**src/rtl/surf_event_merger_if.sv**
```systemverilog
// Handshake bundle between the seven per-SURF byte streams and the merged event stream.
// master: the merger side (sinks s_*, sources m_*); slave: the environment side.
interface surf_event_merger_if #(
   parameter int NSURF = 7
);
   logic [8*NSURF-1:0] s_tdata;
   logic [NSURF-1:0]   s_tvalid;
   logic [NSURF-1:0]   s_tready;
   logic [NSURF-1:0]   s_tlast;
   logic [7:0]         m_tdata;
   logic               m_tvalid;
   logic               m_tready;
   logic               m_tlast;

   modport master (
      input  s_tdata, s_tvalid, s_tlast, m_tready,
      output s_tready, m_tdata, m_tvalid, m_tlast
   );

   modport slave (
      output s_tdata, s_tvalid, s_tlast, m_tready,
      input  s_tready, m_tdata, m_tvalid, m_tlast
   );
endinterface

```
**src/rtl/surf_event_merger.sv**
```systemverilog
// Merges one frame per enabled SURF, in ascending index, into one framed event with headers and tags.
// Optional XOR checksum trailer byte: define SURF_MERGER_CHECKSUM_EN.
module surf_event_merger #(
   parameter int         NSURF          = 7,
   parameter int         TIMEOUT_CYCLES = 4096,
   parameter logic [7:0] EVT_MAGIC      = 8'hEA
) (
   input  logic                 sysclk_i,
   input  logic                 rst_i,
   input  logic [NSURF-1:0]     enable_mask_i,
   surf_event_merger_if.master  bus,
   output logic [15:0]          event_count_o,
   output logic                 timeout_o,
   output logic                 busy_o
);
`ifdef SURF_MERGER_CHECKSUM_EN
   localparam bit CSUM_EN = 1'b1;
`else
   localparam bit CSUM_EN = 1'b0;
`endif
   localparam int TIMER_W = $clog2(TIMEOUT_CYCLES + 1);
   localparam logic [TIMER_W-1:0] TIMER_MAX = TIMER_W'(TIMEOUT_CYCLES - 1);

   typedef enum logic [2:0] {IDLE, HDR0, HDR1, HDR2, WAIT, DATA, DONE, CSUM} state_t;

   state_t             state_q;
   logic [NSURF-1:0]   mask_q;
   logic [2:0]         sel_q;
   logic [TIMER_W-1:0] timer_q;
   logic [7:0]         csum_q;
   logic [7:0]         mData_q;
   logic               mValid_q;
   logic               mLast_q;
   logic               timeout_q;
   logic [15:0]        evtCount_q;

   logic       adv;
   logic       selValid;
   logic       selLast;
   logic [7:0] selData;
   logic       timerDone;
   logic       hasNext;
   logic       finalSurf;
   logic [2:0] firstSel;
   logic [2:0] nextSel;
   logic       emit_d;
   logic       last_d;
   logic [7:0] beat_d;

   assign adv       = !mValid_q || bus.m_tready;
   assign selValid  = bus.s_tvalid[sel_q];
   assign selLast   = bus.s_tlast[sel_q];
   assign selData   = bus.s_tdata[{sel_q, 3'b000} +: 8];
   assign timerDone = (timer_q == TIMER_MAX);
   assign finalSurf = !hasNext && !CSUM_EN;

   // Lowest enabled SURF to start an event, and the next enabled SURF above the current one.
   always_comb begin
      firstSel = '0;
      nextSel  = '0;
      hasNext  = 1'b0;
      for (int i = NSURF - 1; i >= 0; i--) begin
         if (enable_mask_i[i]) firstSel = 3'(i);
         if (mask_q[i] && (i > int'(sel_q))) begin
            nextSel = 3'(i);
            hasNext = 1'b1;
         end
      end
   end

   always_comb begin
      emit_d = 1'b0;
      last_d = 1'b0;
      beat_d = 8'h00;
      case (state_q)
         HDR0: begin emit_d = 1'b1; beat_d = EVT_MAGIC; end
         HDR1: begin emit_d = 1'b1; beat_d = evtCount_q[7:0]; end
         HDR2: begin emit_d = 1'b1; beat_d = 8'(mask_q); end
         WAIT: begin
            if (selValid) begin
               emit_d = 1'b1;
               beat_d = {4'h5, 1'b0, sel_q};
            end else if (timerDone) begin
               emit_d = 1'b1;
               beat_d = {4'h5, 1'b1, sel_q};
               last_d = finalSurf;
            end
         end
         DATA: begin
            emit_d = selValid;
            beat_d = selData;
            last_d = selLast && finalSurf;
         end
         CSUM: begin emit_d = 1'b1; beat_d = csum_q; last_d = 1'b1; end
         default: ;
      endcase
   end

   // Only the selected SURF is ever dequeued, and only when the output register can take the byte.
   always_comb begin
      bus.s_tready = '0;
      if (state_q == DATA) bus.s_tready[sel_q] = adv;
   end

   always_ff @(posedge sysclk_i) begin
      if (rst_i) begin
         state_q    <= IDLE;
         mask_q     <= '0;
         sel_q      <= '0;
         timer_q    <= '0;
         csum_q     <= '0;
         mData_q    <= '0;
         mValid_q   <= 1'b0;
         mLast_q    <= 1'b0;
         timeout_q  <= 1'b0;
         evtCount_q <= '0;
      end else begin
         timeout_q <= 1'b0;
         if (adv) mValid_q <= 1'b0;
         if (adv && emit_d) begin
            mValid_q <= 1'b1;
            mData_q  <= beat_d;
            mLast_q  <= last_d;
            csum_q   <= csum_q ^ beat_d;
         end
         case (state_q)
            IDLE: begin
               csum_q <= '0;
               if ((bus.s_tvalid & enable_mask_i) != '0) begin
                  mask_q  <= enable_mask_i;
                  sel_q   <= firstSel;
                  state_q <= HDR0;
               end
            end
            HDR0: if (adv) state_q <= HDR1;
            HDR1: if (adv) state_q <= HDR2;
            HDR2: if (adv) begin
               state_q <= WAIT;
               timer_q <= '0;
            end
            // The timer runs only while the SURF is silent; a stalled output never ages it.
            WAIT: begin
               if (selValid) begin
                  if (adv) state_q <= DATA;
               end else if (!timerDone) begin
                  timer_q <= timer_q + TIMER_W'(1);
               end else if (adv) begin
                  timeout_q <= 1'b1;
                  timer_q   <= '0;
                  if (hasNext) sel_q <= nextSel;
                  state_q <= hasNext ? WAIT : (CSUM_EN ? CSUM : DONE);
               end
            end
            DATA: if (adv && selValid && selLast) begin
               timer_q <= '0;
               if (hasNext) sel_q <= nextSel;
               state_q <= hasNext ? WAIT : (CSUM_EN ? CSUM : DONE);
            end
            CSUM: if (adv) state_q <= DONE;
            DONE: if (adv) begin
               evtCount_q <= evtCount_q + 16'd1;
               state_q    <= IDLE;
            end
            default: state_q <= IDLE;
         endcase
      end
   end

   assign bus.m_tdata   = mData_q;
   assign bus.m_tvalid  = mValid_q;
   assign bus.m_tlast   = mLast_q;
   assign event_count_o = evtCount_q;
   assign timeout_o     = timeout_q;
   assign busy_o        = (state_q != IDLE);
endmodule
```
**src/flat_wrapper.sv**
```systemverilog
// flat-port wrapper written by rule: the top's interface ports become plain ports
module surf_event_merger_flat 
#(
   parameter int         NSURF          = 7,
   parameter int         TIMEOUT_CYCLES = 4096,
   parameter logic [7:0] EVT_MAGIC      = 8'hEA
)
  (sysclk_i, rst_i, enable_mask_i, event_count_o, timeout_o, busy_o, bus_s_tdata, bus_s_tvalid, bus_s_tlast, bus_m_tready, bus_s_tready, bus_m_tdata, bus_m_tvalid, bus_m_tlast);
  surf_event_merger_if #(.NSURF(NSURF)) bus_i ();
  input  logic sysclk_i;
  input  logic rst_i;
  input  logic [NSURF-1:0] enable_mask_i;
  output logic [15:0] event_count_o;
  output logic timeout_o;
  output logic busy_o;
  input wire logic [$bits(bus_i.s_tdata)-1:0] bus_s_tdata;
  input wire logic [$bits(bus_i.s_tvalid)-1:0] bus_s_tvalid;
  input wire logic [$bits(bus_i.s_tlast)-1:0] bus_s_tlast;
  input wire logic [$bits(bus_i.m_tready)-1:0] bus_m_tready;
  output wire logic [$bits(bus_i.s_tready)-1:0] bus_s_tready;
  output wire logic [$bits(bus_i.m_tdata)-1:0] bus_m_tdata;
  output wire logic [$bits(bus_i.m_tvalid)-1:0] bus_m_tvalid;
  output wire logic [$bits(bus_i.m_tlast)-1:0] bus_m_tlast;
  assign bus_i.s_tdata = bus_s_tdata;
  assign bus_i.s_tvalid = bus_s_tvalid;
  assign bus_i.s_tlast = bus_s_tlast;
  assign bus_i.m_tready = bus_m_tready;
  assign bus_s_tready = bus_i.s_tready;
  assign bus_m_tdata = bus_i.m_tdata;
  assign bus_m_tvalid = bus_i.m_tvalid;
  assign bus_m_tlast = bus_i.m_tlast;
  surf_event_merger #(.NSURF(NSURF), .TIMEOUT_CYCLES(TIMEOUT_CYCLES), .EVT_MAGIC(EVT_MAGIC)) u_core (.sysclk_i(sysclk_i), .rst_i(rst_i), .enable_mask_i(enable_mask_i), .bus(bus_i), .event_count_o(event_count_o), .timeout_o(timeout_o), .busy_o(busy_o));
endmodule
```
**config.mk**
```make
export PLATFORM = sky130hd
export DESIGN_NAME = surf_event_merger_flat
export DESIGN_NICKNAME = d
export VERILOG_FILES = /design/src/rtl/surf_event_merger_if.sv /design/src/rtl/surf_event_merger.sv /design/src/flat_wrapper.sv
export SDC_FILE = /design/constraint.sdc
export NUM_CORES = 1
export LEC_CHECK = 0
export BUFFER_PORTS_ARGS = -buffer_cell sky130_fd_sc_hd__clkbuf_2
export CORE_ASPECT_RATIO = 1.4
export CORE_MARGIN = 2
export CORE_UTILIZATION = 30
export CTS_CLUSTER_DIAMETER = 30
export DETAILED_ROUTE_END_ITERATION = 16
export PLACE_DENSITY = 0.52
export SYNTH_ARGS = -nofsm -noshare
export SYNTH_HDL_FRONTEND = slang
export SYNTH_SLANG_ARGS = --single-unit
```
**constraint.sdc**
```tcl
create_clock -name sysclk_i -period 3.5 [get_ports sysclk_i]
set_input_delay 0.7 -clock sysclk_i [delete_from_list [all_inputs] [get_ports sysclk_i]]
set_output_delay 0.7 -clock sysclk_i [all_outputs]
set_load 0.05 [all_outputs]
```
==> out/summary.txt <==
Status -> finished, final reports clean
Post-synth EDFFs -> 0
Number of synthesized register bits -> 61
Antenna diodes -> 0
Post-synth top area share -> 29.7%
DR DRC count -> 0
Die Ht -> 142 um
Least-Margin Pin Slew -> 0.664 ns
CTS tree -> built
Setup Buffers After CTS -> 0
Chip width -> 103 um
Syn avg cell area -> 8.00 um2
Iteration count of the initial detailed-routing pass -> 5
Clock group share of total power -> 33.6%
WL/cell -> 17.5 um
Placer Congestion -> 0.867
Netlist cell types -> 78
Crit Path Class -> flip-flop to primary output
Final Hold Fails -> 0
GRT Util Overall -> 19.4%
Post-Layout Inst Area -> 0.00516 mm2
Initial antenna violation count -> 0
Area contributors post-synth -> dfxtp_1 30%, nor2_1 5.2%, mux2i_1 5.1%
Slowest stage delay, CP -> 0.71 ns
Synth Area in Simple Gates -> 25.3%
Max Clock Skew -> 0.00826 ns
Crit path time final -> 3.03 ns
Leakage power -> 0.00206 uW
Die ar. -> 0.0146 mm2
CP max-delay cell -> dfxtp_1
Flop pwr share -> 28.5%
Post-synthesis xor/xnor area fraction -> 2.35%
CTS max path bufs -> 2
Sequential fraction of the synthesis area -> 29.7%
CP Data Required Time -> 2.80 ns
DR vias -> 4366
Rows -> 50
H-tree lvl count -> 3
IO Count -> 115
Startpoint types -> flip-flop
DPL Wire Length -> 10900 um
Peak supply drop -> 0.000258 V
Final setup fails -> 0
TritonCTS Buffers -> 9
Max transition margin -> 55.7%
DR iter-0 viols -> 222
CP bufs+invs -> 1
Unrepaired setup endpoints after global routing -> no
Syn Nets -> 595
Via density -> 5.45
Post-CTS resize count -> 0
Max-slew violation count -> 0
Worst-path fanout max -> 17
Initial core utilization -> 30.7%
Pwr dens -> 594 mW/mm2
Hold-fix buffer count after cts -> 0
Post-synthesis async set-or-reset flop share -> 0%
Root Driver -> clkbuf_16
Share of cells above drive strength 1 -> 27.0%
Cell chain of the critical path -> and3b_1, nand2_1, nor4_1, clkbuf_2
Final period utilization -> 86.7%
First-pass GRT wire length -> 22000 um
Adder-Cell Fraction of Synth Area -> 0.610%
Internal cell power -> 1880 uW
Post-synthesis compound-gate area fraction -> 26.2%
Number of global-route vias before repair -> 4302
Yosys top cell by area -> dfxtp_1
Max Freq -> 330 MHz
Number of port buffers -> 114
Antenna Violating Nets Remaining -> 0
Leading register cell type out of synthesis -> dfxtp_1
Layout net count -> 696
Total of max-cap violations -> 0
Yosys warns -> 0
Filler instances -> 1435
Sw Ratio -> 38.6%
CTS clk-pin slew, worst paths -> 0.06 ns
CP top delay family -> simple AND/OR/NAND/NOR gates
Logic pwr share -> 37.9%
Routed wire length -> 14000 um
Area delta synth->final -> 25.7%
Mapped cell area -> 0.00411 mm2
Worst-Skew Late Latency -> 0.33 ns
GRT overflow -> 0
Worst Path Arrival -> 2.33 ns
Largest family of logic cells by synthesized area -> compound AO/OA/AOI/OAI gates
Setup TNS -> 0 ns
Post-Synthesis Cells -> 513
Critical Path Sink Type -> primary output
Area post-placement -> 0.00482 mm2
Mux cell area share after synthesis -> 10.6%
Clock Sinks -> 61
Hold Crit Class -> flip-flop to flip-flop
Psw -> 1180 uW
Core box area -> 0.0134 mm2
Largest net degree at the start of global routing -> 45
area by class of cell:
| cell class | count | area [um2] | area share (%) |
|---|---|---|---|
| tap | 182 | 228 | 4.41 |
| clock buffer | 10 | 229 | 4.44 |
| multi-input combinational | 404 | 2670 | 51.8 |
| clock inverter | 6 | 111 | 2.16 |
| inverter | 14 | 52.6 | 1.02 |
| sequential | 61 | 1220 | 23.7 |
| timing repair buffer | 124 | 646 | 12.5 |
path summary, 6_finish.rpt:
kind	startpoint	endpoint	slack [ns]	cells past startpoint
setup / recovery	u_core.state_q[2]	bus_s_tready[3]	0.47	4
hold / removal	u_core.bus.m_tdata[6]	u_core.bus.m_tdata[6]	0.47	2
setup reg to reg	u_core.sel_q[0]	u_core.sel_q[0]	0.78	7
hold reg to reg	u_core.bus.m_tdata[6]	u_core.bus.m_tdata[6]	0.47	2
cells by family after synthesis:
logic type	after synthesis
XOR/XNOR	11
adder cells (fa/ha/maj)	2
multiplexers	36
AO/OA/AOI/OAI	155
AND/OR/NAND/NOR	200
flip-flops	61
buffers and inverters	48
routing by layer:
layer | part of all wire, % | GRT usage [%] | vias to the layer above | wire length, um
li1 | - | - | 2134 | -
met1 | 42 | 22.4 | 2073 | 5850
met2 | 51 | 35.8 | 144 | 7210
met3 | 5.7 | 2.80 | 15 | 795
met4 | 1.4 | 6.09 | 0 | 192
met5 | 0 | 0 | - | 0
worst reg2reg max path, delay by kind of cell, from the launching register on:
kind | cells | cell delay [ns]
compound gates | 3 | 1.08
buf+inv | 1 | 0.31
mux | 1 | 0.35
flops | 1 | 0.55
simple gates | 2 | 0.31
power groups by stage:
stage | logic, uW | clock network, uW | registers (uW)
2_1_floorplan | 805 | 0 | 905
3_3_place_gp | 1160 | 0 | 887
3_5_place_dp | 1150 | 0 | 886
4_1_cts | 1160 | 1040 | 872
5_1_grt | 1260 | 1080 | 887
6_report | 1160 | 1030 | 873
cells in the final DEF (no fill, tap or decap), drive strengths merged, types with 5 or more instances in the layout:
cell,n
buf,10
nand4,5
and3,8
o21ai,24
dfxtp,61
nor3,12
nor2,58
a21oi,37
mux2,10
mux4,5
nor4,9
nand2b,7
and2,5
or3,12
xnor2,8
nor2b,6
nand2,42
nand3,18
a22oi,18
inv,14
a221o,5
o22ai,5
mux2i,21
a311oi,6
clkbuf,124
a31oi,6
cells in the mapped netlist (5+ instances only):
cell and count:
a21oi_1 37, a221o_1 5, a22oi_1 18, a311oi_1 6, a31oi_1 5, and3_1 8
buf_2 10, clkbuf_1 19, dfxtp_1 61, inv_1 14, mux2_2 8, mux2i_1 21
mux4_2 5, nand2_1 41, nand2b_1 7, nand3_1 18, nor2_1 57, nor2b_1 6
nor3_1 11, nor4_1 8, o21ai_0 22, o22ai_1 5, or3_1 12, xnor2_1 8
sequential cells by signal (all words and copies together) (netlist names):
| signal | count |
|---|---|
| u_core.sel_q | 3 |
| u_core.mask_q | 7 |
| u_core.bus.m_tlast | 1 |
| u_core.state_q | 3 |
| u_core.timer_q | 13 |
| u_core.event_count_o | 16 |
| u_core.bus.m_tvalid | 1 |
| u_core.bus.m_tdata | 8 |
| u_core.csum_q | 8 |
| u_core.timeout_o | 1 |
metrics by stage:
step | util (%) | total power [uW] | hold WS [ns] | cells | setup WS [ns]
2_1_floorplan | - | 1710 | 0.423 | 513 | 0.244
3_5_place_dp | 36.0 | 2040 | 0.445 | 785 | 0.771
5_1_grt | 38.5 | 3230 | 0.484 | 801 | 0.237
3_3_place_gp | 36.0 | 2040 | 0.443 | 785 | 0.775
6_report | 38.5 | 3060 | 0.467 | 801 | 0.467
4_1_cts | 38.5 | 3070 | 0.458 | 801 | 0.470
Note: power is estimated with default switching activity, not from simulation.
